===== src/rtl/mc_pkg.sv =====
// mc_pkg: shared encodings for the multi-cycle MIPS-subset control unit.
// State codes, opcode/func constants, datapath select codes and the
// one-hot instruction-class record produced by mc_decode.
package mc_pkg;

    // FSM state codes; also exported on the debug state port.
    typedef enum logic [2:0] {
        ST_FETCH  = 3'd0,
        ST_DECODE = 3'd1,
        ST_EXEC   = 3'd2,
        ST_MEM    = 3'd3,
        ST_WB     = 3'd4
    } state_t;

    // Primary opcodes (IR[31:26]).
    localparam logic [5:0] OP_RTYPE = 6'b000000;
    localparam logic [5:0] OP_ORI   = 6'b001101;
    localparam logic [5:0] OP_LW    = 6'b100011;
    localparam logic [5:0] OP_SW    = 6'b101011;
    localparam logic [5:0] OP_LUI   = 6'b001111;
    localparam logic [5:0] OP_BEQ   = 6'b000100;
    localparam logic [5:0] OP_JAL   = 6'b000011;

    // R-type function codes (IR[5:0]).
    localparam logic [5:0] FN_ADD = 6'b100000;
    localparam logic [5:0] FN_SUB = 6'b100010;
    localparam logic [5:0] FN_JR  = 6'b001000;

    // ALU operation select.
    localparam logic [2:0] ALU_ADD = 3'b000;
    localparam logic [2:0] ALU_SUB = 3'b001;
    localparam logic [2:0] ALU_OR  = 3'b010;
    localparam logic [2:0] ALU_LUI = 3'b011;

    // Register-file destination select.
    localparam logic [1:0] WR_RT = 2'b00;
    localparam logic [1:0] WR_RD = 2'b01;
    localparam logic [1:0] WR_RA = 2'b10;

    // Register-file write-data select.
    localparam logic [1:0] WD_ALU = 2'b00;
    localparam logic [1:0] WD_DM  = 2'b01;
    localparam logic [1:0] WD_PC  = 2'b10;

    // Next-PC select.
    localparam logic [1:0] NPC_SEQ = 2'b00;
    localparam logic [1:0] NPC_BR  = 2'b01;
    localparam logic [1:0] NPC_J   = 2'b10;
    localparam logic [1:0] NPC_JR  = 2'b11;

    // One-hot instruction class; all-zero means unrecognised.
    typedef struct packed {
        logic add;
        logic sub;
        logic ori;
        logic lw;
        logic sw;
        logic lui;
        logic beq;
        logic jal;
        logic jr;
    } iclass_t;

    // ALU operation for the EXEC cycle of a given instruction class.
    // Loads and stores use add for address generation.
    function automatic logic [2:0] alu_op_of(input iclass_t c);
        if (c.sub || c.beq) return ALU_SUB;
        if (c.ori)          return ALU_OR;
        if (c.lui)          return ALU_LUI;
        return ALU_ADD;
    endfunction

endpackage


===== src/rtl/mc_decode.sv =====
// mc_decode: combinational opcode/func decode into one-hot instruction
// class flags plus an illegal flag for anything outside the subset.
module mc_decode
    import mc_pkg::*;
(
    input  logic [5:0] i_opcode,
    input  logic [5:0] i_func,
    output iclass_t    o_cls,
    output logic       o_illegal
);

    iclass_t w_cls;

    // Map opcode (and func for R-type) onto exactly one class flag.
    always_comb begin
        w_cls = '0;
        case (i_opcode)
            OP_RTYPE: begin
                case (i_func)
                    FN_ADD:  w_cls.add = 1'b1;
                    FN_SUB:  w_cls.sub = 1'b1;
                    FN_JR:   w_cls.jr  = 1'b1;
                    default: w_cls     = '0;
                endcase
            end
            OP_ORI:  w_cls.ori = 1'b1;
            OP_LW:   w_cls.lw  = 1'b1;
            OP_SW:   w_cls.sw  = 1'b1;
            OP_LUI:  w_cls.lui = 1'b1;
            OP_BEQ:  w_cls.beq = 1'b1;
            OP_JAL:  w_cls.jal = 1'b1;
            default: w_cls     = '0;
        endcase
    end

    assign o_cls     = w_cls;
    assign o_illegal = (w_cls == '0);

endmodule


===== src/rtl/mc_ctrl.sv =====
// mc_ctrl: multi-cycle control unit for the MIPS-subset datapath.
// Five-state FSM sequencing FETCH/DECODE/EXEC/MEM/WB over a shared ALU,
// register file and memory port, with a mem_rdy stall handshake.
// Optional retired-instruction counter: define MC_CTRL_INSTRET_EN.
//
// state  | meaning
// FETCH  | memory read of instruction; IR/PC load when mem_rdy
// DECODE | jal/jr complete here; illegal opcodes pulse illegal and drop
// EXEC   | ALU operation; beq resolves here
// MEM    | lw/sw data access, held until mem_rdy
// WB     | register-file write for ALU and load results
module mc_ctrl
    import mc_pkg::*;
(
    input  logic        clk,
    input  logic        reset_n,
    input  logic [5:0]  opcode,
    input  logic [5:0]  func,
    input  logic        zero,
    input  logic        mem_rdy,
    output logic        PCWr,
    output logic [1:0]  NPCSel,
    output logic        IRWr,
    output logic        RFWr,
    output logic [1:0]  WRSel,
    output logic [1:0]  WDSel,
    output logic        BSel,
    output logic        EXTOP,
    output logic [2:0]  ALUOP,
    output logic        DMWr,
    output logic        DMRd,
    output logic [2:0]  state,
    output logic        illegal,
    output logic [31:0] instret
);

    state_t      r_state;
    state_t      w_next;
    iclass_t     w_cls;
    logic        w_dec_illegal;

    logic        w_pcwr;
    logic [1:0]  w_npcsel;
    logic        w_irwr;
    logic        w_rfwr;
    logic [1:0]  w_wrsel;
    logic [1:0]  w_wdsel;
    logic        w_bsel;
    logic        w_extop;
    logic [2:0]  w_aluop;
    logic        w_dmwr;
    logic        w_dmrd;
    logic        w_illegal;

    mc_decode u_decode (
        .i_opcode  (opcode),
        .i_func    (func),
        .o_cls     (w_cls),
        .o_illegal (w_dec_illegal)
    );

    // State register; reset abandons any instruction in flight.
    always_ff @(posedge clk or negedge reset_n) begin
        if (!reset_n) begin
            r_state <= ST_FETCH;
        end else begin
            r_state <= w_next;
        end
    end

    // Next-state and per-cycle control outputs from state and instruction class.
    always_comb begin
        w_next    = ST_FETCH;
        w_pcwr    = 1'b0;
        w_npcsel  = NPC_SEQ;
        w_irwr    = 1'b0;
        w_rfwr    = 1'b0;
        w_wrsel   = WR_RT;
        w_wdsel   = WD_ALU;
        w_bsel    = 1'b0;
        w_extop   = 1'b0;
        w_aluop   = ALU_ADD;
        w_dmwr    = 1'b0;
        w_dmrd    = 1'b0;
        w_illegal = 1'b0;

        case (r_state)
            ST_FETCH: begin
                w_irwr = mem_rdy;
                w_pcwr = mem_rdy;
                w_next = mem_rdy ? ST_DECODE : ST_FETCH;
            end

            ST_DECODE: begin
                if (w_cls.jal) begin
                    // PC in the datapath already holds PC+4, which is the link value.
                    w_rfwr   = 1'b1;
                    w_wrsel  = WR_RA;
                    w_wdsel  = WD_PC;
                    w_pcwr   = 1'b1;
                    w_npcsel = NPC_J;
                end else if (w_cls.jr) begin
                    w_pcwr   = 1'b1;
                    w_npcsel = NPC_JR;
                end else if (w_dec_illegal) begin
                    w_illegal = 1'b1;
                end else begin
                    w_next = ST_EXEC;
                end
            end

            ST_EXEC: begin
                w_aluop = alu_op_of(w_cls);
                w_bsel  = w_cls.ori | w_cls.lui | w_cls.lw | w_cls.sw;
                w_extop = w_cls.ori | w_cls.lui;
                if (w_cls.beq) begin
                    // Not-taken leaves PC at the PC+4 written during FETCH.
                    w_pcwr   = zero;
                    w_npcsel = NPC_BR;
                    w_next   = ST_FETCH;
                end else if (w_cls.lw || w_cls.sw) begin
                    w_next = ST_MEM;
                end else begin
                    w_next = ST_WB;
                end
            end

            ST_MEM: begin
                if (w_cls.lw) begin
                    w_dmrd = 1'b1;
                    w_next = mem_rdy ? ST_WB : ST_MEM;
                end else if (w_cls.sw) begin
                    w_dmwr = 1'b1;
                    w_next = mem_rdy ? ST_FETCH : ST_MEM;
                end else begin
                    w_next = ST_FETCH;
                end
            end

            ST_WB: begin
                w_rfwr  = 1'b1;
                w_wrsel = (w_cls.add || w_cls.sub) ? WR_RD : WR_RT;
                w_wdsel = w_cls.lw ? WD_DM : WD_ALU;
                w_next  = ST_FETCH;
            end

            default: begin
                w_next = ST_FETCH;
            end
        endcase
    end

    // Enables and selects are held inactive for the whole time reset is low,
    // independent of mem_rdy, so nothing in the datapath moves during reset.
    assign PCWr    = reset_n & w_pcwr;
    assign IRWr    = reset_n & w_irwr;
    assign RFWr    = reset_n & w_rfwr;
    assign DMWr    = reset_n & w_dmwr;
    assign DMRd    = reset_n & w_dmrd;
    assign illegal = reset_n & w_illegal;
    assign NPCSel  = reset_n ? w_npcsel : NPC_SEQ;
    assign WRSel   = reset_n ? w_wrsel  : WR_RT;
    assign WDSel   = reset_n ? w_wdsel  : WD_ALU;
    assign BSel    = reset_n & w_bsel;
    assign EXTOP   = reset_n & w_extop;
    assign ALUOP   = reset_n ? w_aluop  : ALU_ADD;
    assign state   = r_state;

`ifdef MC_CTRL_INSTRET_EN
    logic [31:0] r_instret;
    logic        w_retire;

    // An instruction retires on its last cycle: a real work state heading
    // back to FETCH, excluding the illegal-opcode drop in DECODE.
    assign w_retire = (r_state != ST_FETCH) && (r_state <= ST_WB) &&
                      (w_next == ST_FETCH) && !w_illegal;

    // Retired-instruction counter, wraps naturally at 2^32.
    always_ff @(posedge clk or negedge reset_n) begin
        if (!reset_n) begin
            r_instret <= 32'd0;
        end else if (w_retire) begin
            r_instret <= r_instret + 32'd1;
        end
    end

    assign instret = r_instret;
`else
    assign instret = 32'd0;
`endif

endmodule


===== config.mk =====
export PLATFORM = sky130hd
export DESIGN_NAME = mc_ctrl
export DESIGN_NICKNAME = d
export VERILOG_FILES = /design/src/rtl/mc_pkg.sv /design/src/rtl/mc_decode.sv /design/src/rtl/mc_ctrl.sv
export SDC_FILE = /design/constraint.sdc
export NUM_CORES = 1
export LEC_CHECK = 0
export ABC_AREA = 1
export BUFFER_PORTS_ARGS = -buffer_cell sky130_fd_sc_hd__clkbuf_2
export CAP_MARGIN = 20
export CORE_UTILIZATION = 30
export DETAILED_ROUTE_END_ITERATION = 12
export GPL_TIMING_DRIVEN = 0
export PLACE_DENSITY_LB_ADDON = 0.12
export RECOVER_POWER = 25
export SYNTH_ARGS = -nofsm -noshare
export SYNTH_HDL_FRONTEND = slang
export SYNTH_HIERARCHICAL = 1
export SYNTH_SLANG_ARGS = --single-unit
export TNS_END_PERCENT = 1

===== constraint.sdc =====
create_clock -name clk -period 1.1 [get_ports clk]
set_input_delay 0 -clock clk [delete_from_list [all_inputs] [get_ports clk]]
set_output_delay 0 -clock clk [all_outputs]
set_load 0.03 [all_outputs]

======== Word level (Yosys, flattened, before mapping) ========
Index checks and enable logic that the tools add are counted.
cells by class
  equality and inequality tests ........... 13
  muxes and demuxes ....................... 69
  bitwise gates (word level) .............. 11
  reductions and logical operators ........ 6
operator list
  kind                number
  $mux 1              39
  $mux 3              12
  $eq 6x6->1 const B  4
  $mux 2              12
  $eq 6x4->1 const B  3
  $pmux 2 s2          3
  $pmux 3 s4          1
  $logic_not 9->1     1
  $and 1x1->1         8
  $eq 3x2->1 const B  2
  $eq 6x2->1 const B  1
  $eq 6x3->1 const B  1
  $logic_not 6->1     1
  $eq 3x1->1 const B  1
  $eq 3x3->1 const B  1
  $logic_not 3->1     1
  $logic_or 1x1->1    3
  $or 1x1->1          3
  $pmux 1 s3          1
  $pmux 1 s2          1
storage, ports and cells
  register bits ........................... 3
  input bits .............................. 16
  output and inout port bits .............. 52
  logic and storage cells ................. 100

======== Depth between registers and ports, before layout ========
Gate-level depths: netlist of the first run.
  word-level depth ........................ 16
  gate-level depth with buffers ........... 10
  depth with buffers taken out ............ 10

======== Modules after synthesis ========
The synthesis of the first run kept the hierarchy.
by module, submodules not included
  module     instances  cells an instance  area each (um^2)  sequential area each (um^2)
  mc_ctrl    1          99                 631.9             75.1
  mc_decode  1          53                 235.2             0.0

======== Worst setup path after synthesis of the first run ========
No wires, ideal clock.
  kind .................................... reg-to-output
  from .................................... register r_state[2], in the netlist state[2]
  to ...................................... output DMWr
  data arrival time ....................... 1.708 ns
  required time ........................... 1.100 ns
  slack ................................... -0.608 ns
  stages on the path, launching flop included .. 4
  path buffers ............................ 0
  cell sequence ........................... dfrtp_1 inv_2 nand3_1 nor4_1
on the way
  longest elaborated chain between the ends .. 3
RTL lines
  element                   RTL line        RTL
  start: declaration        mc_ctrl.sv:37   state_t r_state;
  start signal: assignment  mc_ctrl.sv:67   r_state <= w_next;
  $eq 3x2->1                mc_ctrl.sv:87   case (r_state)
  $mux 1                    mc_ctrl.sv:87
  $and 1x1->1               mc_ctrl.sv:158  assign DMWr = reset_n & w_dmwr;
  end: declaration          mc_ctrl.sv:30   output logic DMWr,
Every way passes these cells.

======== Final worst setup path of the first run ========
  from .................................... register r_state[0], in the netlist state[0]
  to ...................................... output BSel
on the way
  longest elaborated chain between the ends .. 3
RTL lines
  element           RTL line        RTL
  $eq 3x2->1        mc_ctrl.sv:87
  $mux 1            mc_ctrl.sv:87
  $and 1x1->1       mc_ctrl.sv:164  assign BSel = reset_n & w_bsel;
  end: declaration  mc_ctrl.sv:27   output logic BSel,
Every way passes these cells.

==> flow_summary.toml, run 1 <==
[timing]
finalSetupViolCount = 17
finalWorstSetupSlack_ps = -306
hold_violations = 0
fin_crit_ps = 1410
finalSetupTns_ps = -3800
fin_crit_sh_pct = 128
max_freq_mhz = 711
clock_skew_ps = 0.327
slew_violations = 0
rsz0062_at_grt = "yes"
worst_slew_pin_slew_ps = 502
slew_headroom_pct = 66.5

[synthesis]
async_flop_share_pct = 100
ys.flop_type = "dfrtp_1"
synth.distinct_cells = 20
ys.warnings.count = 6
netlist_instances = 152
syn_area_sq_um = 867
synth_edf_count = 0
ys_ff_latch = 3
postSynthAreaPerCell_sq_um = 5.70
synth-seq-area-share_pct = 8.66

[routing]
drt-total-wl_um = 2100
viasPerCell = 3.98
drtPass1Iterations = 4
drcViolationCount = 0
wl_per_cell_um = 8.15
ant_nets = 0
vias = 1022
drt_iter0_drc = 17

[die]
start_util_pct = 31.4
die_area_sq_mm = 0.00311
core_sq_mm = 0.00276
pin_count = 68
die_x_um = 55.8
die_h_um = 55.8
rows = 19

[cts]
tritoncts = "built"
clockRootBuffer = "clkbuf_4"
cts.sinks = 3
cts_made_buffers = 3
clk_pin_slew_ps = 40
cts_max_level = 1
clock_path_buffers = 2
clk_latency_ps = 230

[outcome]
status = "complete, but fails checks"
violations = "setup timing"

[layout]
largest_register_ffs = 3
final_util_pct = 54.6
layout_commonest_cell = "buf_4"
stdcell_count = 257
drive_gt1_share_pct = 47.8
layout_common_cells = "36 x buf_4, 33 x conb_1, 28 x inv_1, 19 x nor2_1, 18 x clkbuf_2"
area_delta_synth_final_pct = 73.6
diodes = 0
layout.nets = 243

[critical_path]
cp_data_required_time_ps = 1100
crit_fanout = 6
crit_slowest_cell = "dfrtp_2"
cp_top_family = "flip-flops"
slowest_delay_ps = 470
critical_path_buf_inv_count = 1
cp.arrival_ps = 1410
criticalPathCategory = "flop to primary output"
endpoint_kind = "primary output"
cp_cell_sequence = "nor2_2, nand3_4, a31oi_4, clkbuf_4"
start_kind = "flop"

[global_route]
grt_max_degree = 9
grtUsageTotal_pct = 13.5
grt_first_pass_wirelength_um = 3370
grt_overflow = 0
antenna_found_initial = 0
grt_pass1_vias = 857

[power_and_ir_drop]
vdd.ir_drop.worst_mv = 0.465
leakagePower_uw = 0.000898
total_power_uw = 784
power.density_mw_per_mm2 = 521

[place]
portBuffers = 34
place_ws_ps = -118
gp_congestion = 0.766
dp_cells = 249
dp_hpwl_um = 1740

[job]
max_cap_violations = 0

[worst_hold_path]
hold_path.class = "input port to flop"
metal layers:
layer / GRT usage (%) / part of all wire [%] / vias to the layer above
met4: 6.43 / 0.95 / 0
met5: 0 / 0 / -
met1: 15.2 / 39 / 424
met3: 1.63 / 6.5 / 2
met2: 24.8 / 53 / 50
li1: - / - / 546
report_power, final:
part           internal [uW]  total (uW)  switching [uW]
Clock                    136         193            57.1
Combinational            160         459             299
Sequential               117         132            15.0
Total                    413         784             371
layout make-up:
cell class,count,area (sq um)
plain buffers,34,259
clock buffers,4,26.3
fillers,292,1250
inverters,32,125
multi-input cells,115,674
flip-flops and latches,3,78.8
well taps,31,38.8
repair buffers,38,303
cells in the mapped netlist, types with 2 or more instances:
cell     number  area (sq um)
inv_2         4          15.0
nor2_4        3          33.8
buf_4        34           255
dfrtp_1       3          75.1
nand3_1      19          95.1
a21oi_1       3          15.0
nor2_1       23          86.3
nand2_1      19          71.3
nor2_2        3          18.8
inv_1        28           105
nor3_2        2          20.0
o21ai_1       2          10.0
nand3_2       2          20.0
what timing repair did:
item                                   CTS  global route
buffers inserted                         1             2
setup endpoints to repair               16            19
pin swaps                                3             4
resized for setup                       27            10
cloned                                   0             0
endpoints found under the hold margin    3             0
hold buffers                             1             0
worst min-delay path, delay by kind of cell:
kind	cells	cell delay, ps
AO/OA/AOI/OAI	1	60
buffers and inverters	1	120
AND/OR/NAND/NOR	1	80
final timing paths:
| kind | from | end | slack [ps] | depth (start not counted) |
|---|---|---|---|---|
| max in group asynchronous | reset_n | state[0] | 720 | 2 |
| min reg2reg | state[2] | state[2] | 660 | 3 |
| min | mem_rdy | state[2] | 70 | 3 |
| max reg2reg | state[0] | state[1] | 0 | 6 |
| max | state[0] | BSel | -310 | 4 |
| min in group asynchronous | reset_n | state[1] | 220 | 2 |
through the flow:
step / hold slack (ps) / cell area, sq um
after floorplan: -296 / 1090
after global placement: -169 / 1300
after detailed placement: -170 / 1300
after CTS: 57.5 / 1460
after global routing: 101 / 1510
final: 71.6 / 1510
cells by family after synthesis:
logic type,count (synthesis),synth area share [%]
flops,3,8.66
other cells,1,0.432
buf+inv,66,43.3
simple gates,76,44.0
compound gates,6,3.61
Power figures use the tool's default switching activity.
==> run 2, diff against run 1 <==
SYNTH_HIERARCHICAL = not set   (was 1)
==> flow_summary.toml, run 2 <==
[layout]
diodes = 0
layout_commonest_cell = "buf_4"
fillCellCount = 260
largest_register_ffs = 3
layout.nets = 229
area_delta_synth_final_pct = 75.6
drive_gt1_share_pct = 55.7
layout_common_cells = "41 x buf_4, 33 x conb_1, 20 x nand2_1, 18 x clkbuf_2, 15 x inv_1"

[power_and_ir_drop]
pwr-share-clk_pct = 24.0
internal_power_uw = 413
power_frac_comb_pct = 59.2
total_power_uw = 771
swShare_pct = 46.5
leakagePower_uw = 0.000786
p_seq_share_pct = 16.7
vdd.ir_drop.worst_mv = 0.611
power_switching_uw = 358
power.density_mw_per_mm2 = 546

[global_route]
grt_overflow = 0
antenna_found_initial = 0
grt_first_pass_wirelength_um = 3090
grt_max_degree = 6
grtUsageTotal_pct = 14.2
grt_pass1_vias = 784

[place]
dp_hpwl_um = 1630
gp_congestion = 0.727
portBuffers = 34

[critical_path]
endpoint_kind = "primary output"
cp_data_required_time_ps = 1100
cp.arrival_ps = 1470
crit_fanout = 5
start_kind = "flop"
criticalPathCategory = "flop to primary output"

[cts]
clk_pin_slew_ps = 30
cts_max_level = 1
clk_latency_ps = 230
clockRootBuffer = "clkbuf_4"
clock_path_buffers = 2
tritoncts = "built"
cts.sinks = 3
cts_made_buffers = 3

[synthesis]
yosysMostFrequentCell = "buf_4"
ys_top_cells_by_count = "34 x buf_4, 21 x nand2_1, 20 x inv_1, 20 x nor2_1, 5 x nand3_1"
synth.distinct_cells = 19
async_flop_share_pct = 100
ys.flop_type = "dfrtp_1"
synth-seq-area-share_pct = 9.33
postSynthAreaPerCell_sq_um = 5.87
synth_edf_count = 0
synth_area_leaders = "buf_4 32%, nand2_1 9.8%, dfrtp_1 9.3%, inv_1 9.3%, nor2_1 9.3%"
syn_area_sq_um = 805
netlist_instances = 137
ys_ff_latch = 3
synth_top_area_share_pct = 31.7
ys.warnings.count = 0
synth_largest_area_cell = "buf_4"

[die]
core_sq_mm = 0.00250
die_h_um = 53.8
die_x_um = 53.8
die_area_sq_mm = 0.00289
pin_count = 68
start_util_pct = 32.2
rows = 18

[outcome]
violations = "setup timing"
status = "complete, but fails checks"

[routing]
m1WireLength_um = 810
drt-total-wl_um = 2050
viasPerCell = 3.88
drtPass1Iterations = 4
ant_nets = 0
met2_length_um = 1090
dr_wl_met3_um = 153
maxUsedRoutingLayer = "met3"
drcViolationCount = 0
vias = 939
wl_per_cell_um = 8.48
drt_iter0_drc = 22

[timing]
rsz0062_at_grt = "yes"
finalSetupViolCount = 18
finalSetupTns_ps = -4740
max_freq_mhz = 679
finalWorstSetupSlack_ps = -372
clock_skew_ps = 2.97
slew_violations = 0
fin_crit_ps = 1470
fin_crit_sh_pct = 134
hold_violations = 0

[worst_hold_path]
hold_path.class = "input port to flop"

[job]
max_cap_violations = 0
-- run 2: cell types whose count changed in the layout (fill, tap and decap cells not counted), moves of 4 or more --
cell,before,now
buf_4,36,41
clkbuf_4,10,4
clkbuf_8,7,11
inv_1,28,15
inv_2,3,7
nand3_1,14,2
nor2_1,19,11
nor2_2,6,11
-- run 2: stage by stage --
step | area, sq um | hold WS (ps) | setup slack (ps) | util (%) | std cells
floorplan | 975 | -296 | -272 | - | 169
global placement | 1180 | -175 | -249 | 47.3 | 233
detailed placement | 1180 | -173 | -266 | 47.3 | 233
CTS | 1400 | 81.1 | -409 | 55.9 | 242
global route | 1410 | 63.0 | -476 | 56.5 | 242
finish | 1410 | 71.2 | -372 | 56.5 | 242
-- run 2: final timing paths --
| path | slack (ps) | from | to | cells past startpoint |
|---|---|---|---|---|
| worst max-delay path | -370 | state[0] | PCWr | 7 |
| worst min-delay path | 70 | mem_rdy | state[2] | 3 |
| worst max register to register | -40 | state[2] | state[1] | 6 |
| worst min register to register | 680 | state[1] | state[0] | 3 |
| max in group asynchronous | 760 | reset_n | state[2] | 2 |
| min in group asynchronous | 180 | reset_n | state[1] | 2 |
-- run 2: final cells by class --
cell class	instances	area (sq um)	area share (%)
plain buffers	34	255	18.1
clock buffers	4	26.3	1.86
inverters	22	82.6	5.85
multi-input cells	110	609	43.1
flip-flops and latches	3	78.8	5.58
well taps	30	37.5	2.66
repair buffers	39	323	22.9
-- run 2: power by group through the flow --
stage / Clock (uW) / Sequential, uW / Combinational, uW
floorplan: 0 / 135 / 338
global placement: 0 / 126 / 416
detailed placement: 0 / 126 / 419
CTS: 194 / 127 / 452
global route: 211 / 129 / 492
finish: 185 / 129 / 457
-- run 2: critical path, stage by stage, from the launching register on --
cell     delay (ps)
dfrtp_2         450
nor3_4          230
buf_4           150
nand3_2          60
nand2_1          60
a21oi_1          40
nor2_1           90
buf_4           160
-- run 2: cells by family after synthesis --
kind of cell           after synthesis  share of synthesized area [%]
AOI/OAI and AO/OA                    8                           5.13
buffers and inverters               56                           42.0
DFF                                  3                           9.33
other                                1                          0.466
and+or+nand+nor                     69                           43.1
-- run 2: what timing repair did --
action | CTS | global route
endpoints found under the setup margin | 18 | 19
pin swaps | 7 | 2
hold buffers | 1 | 0
buffers inserted | 4 | 0
gates resized for setup | 42 | 12
endpoints found under the hold margin | 3 | 0
-- run 2: routing by layer --
metal  GRT usage (%)  vias to the layer above
li1                -                      503
met1            15.4                      391
met2            29.2                       45
met3            1.98                        0
met4            1.32                        0
met5               0                        -
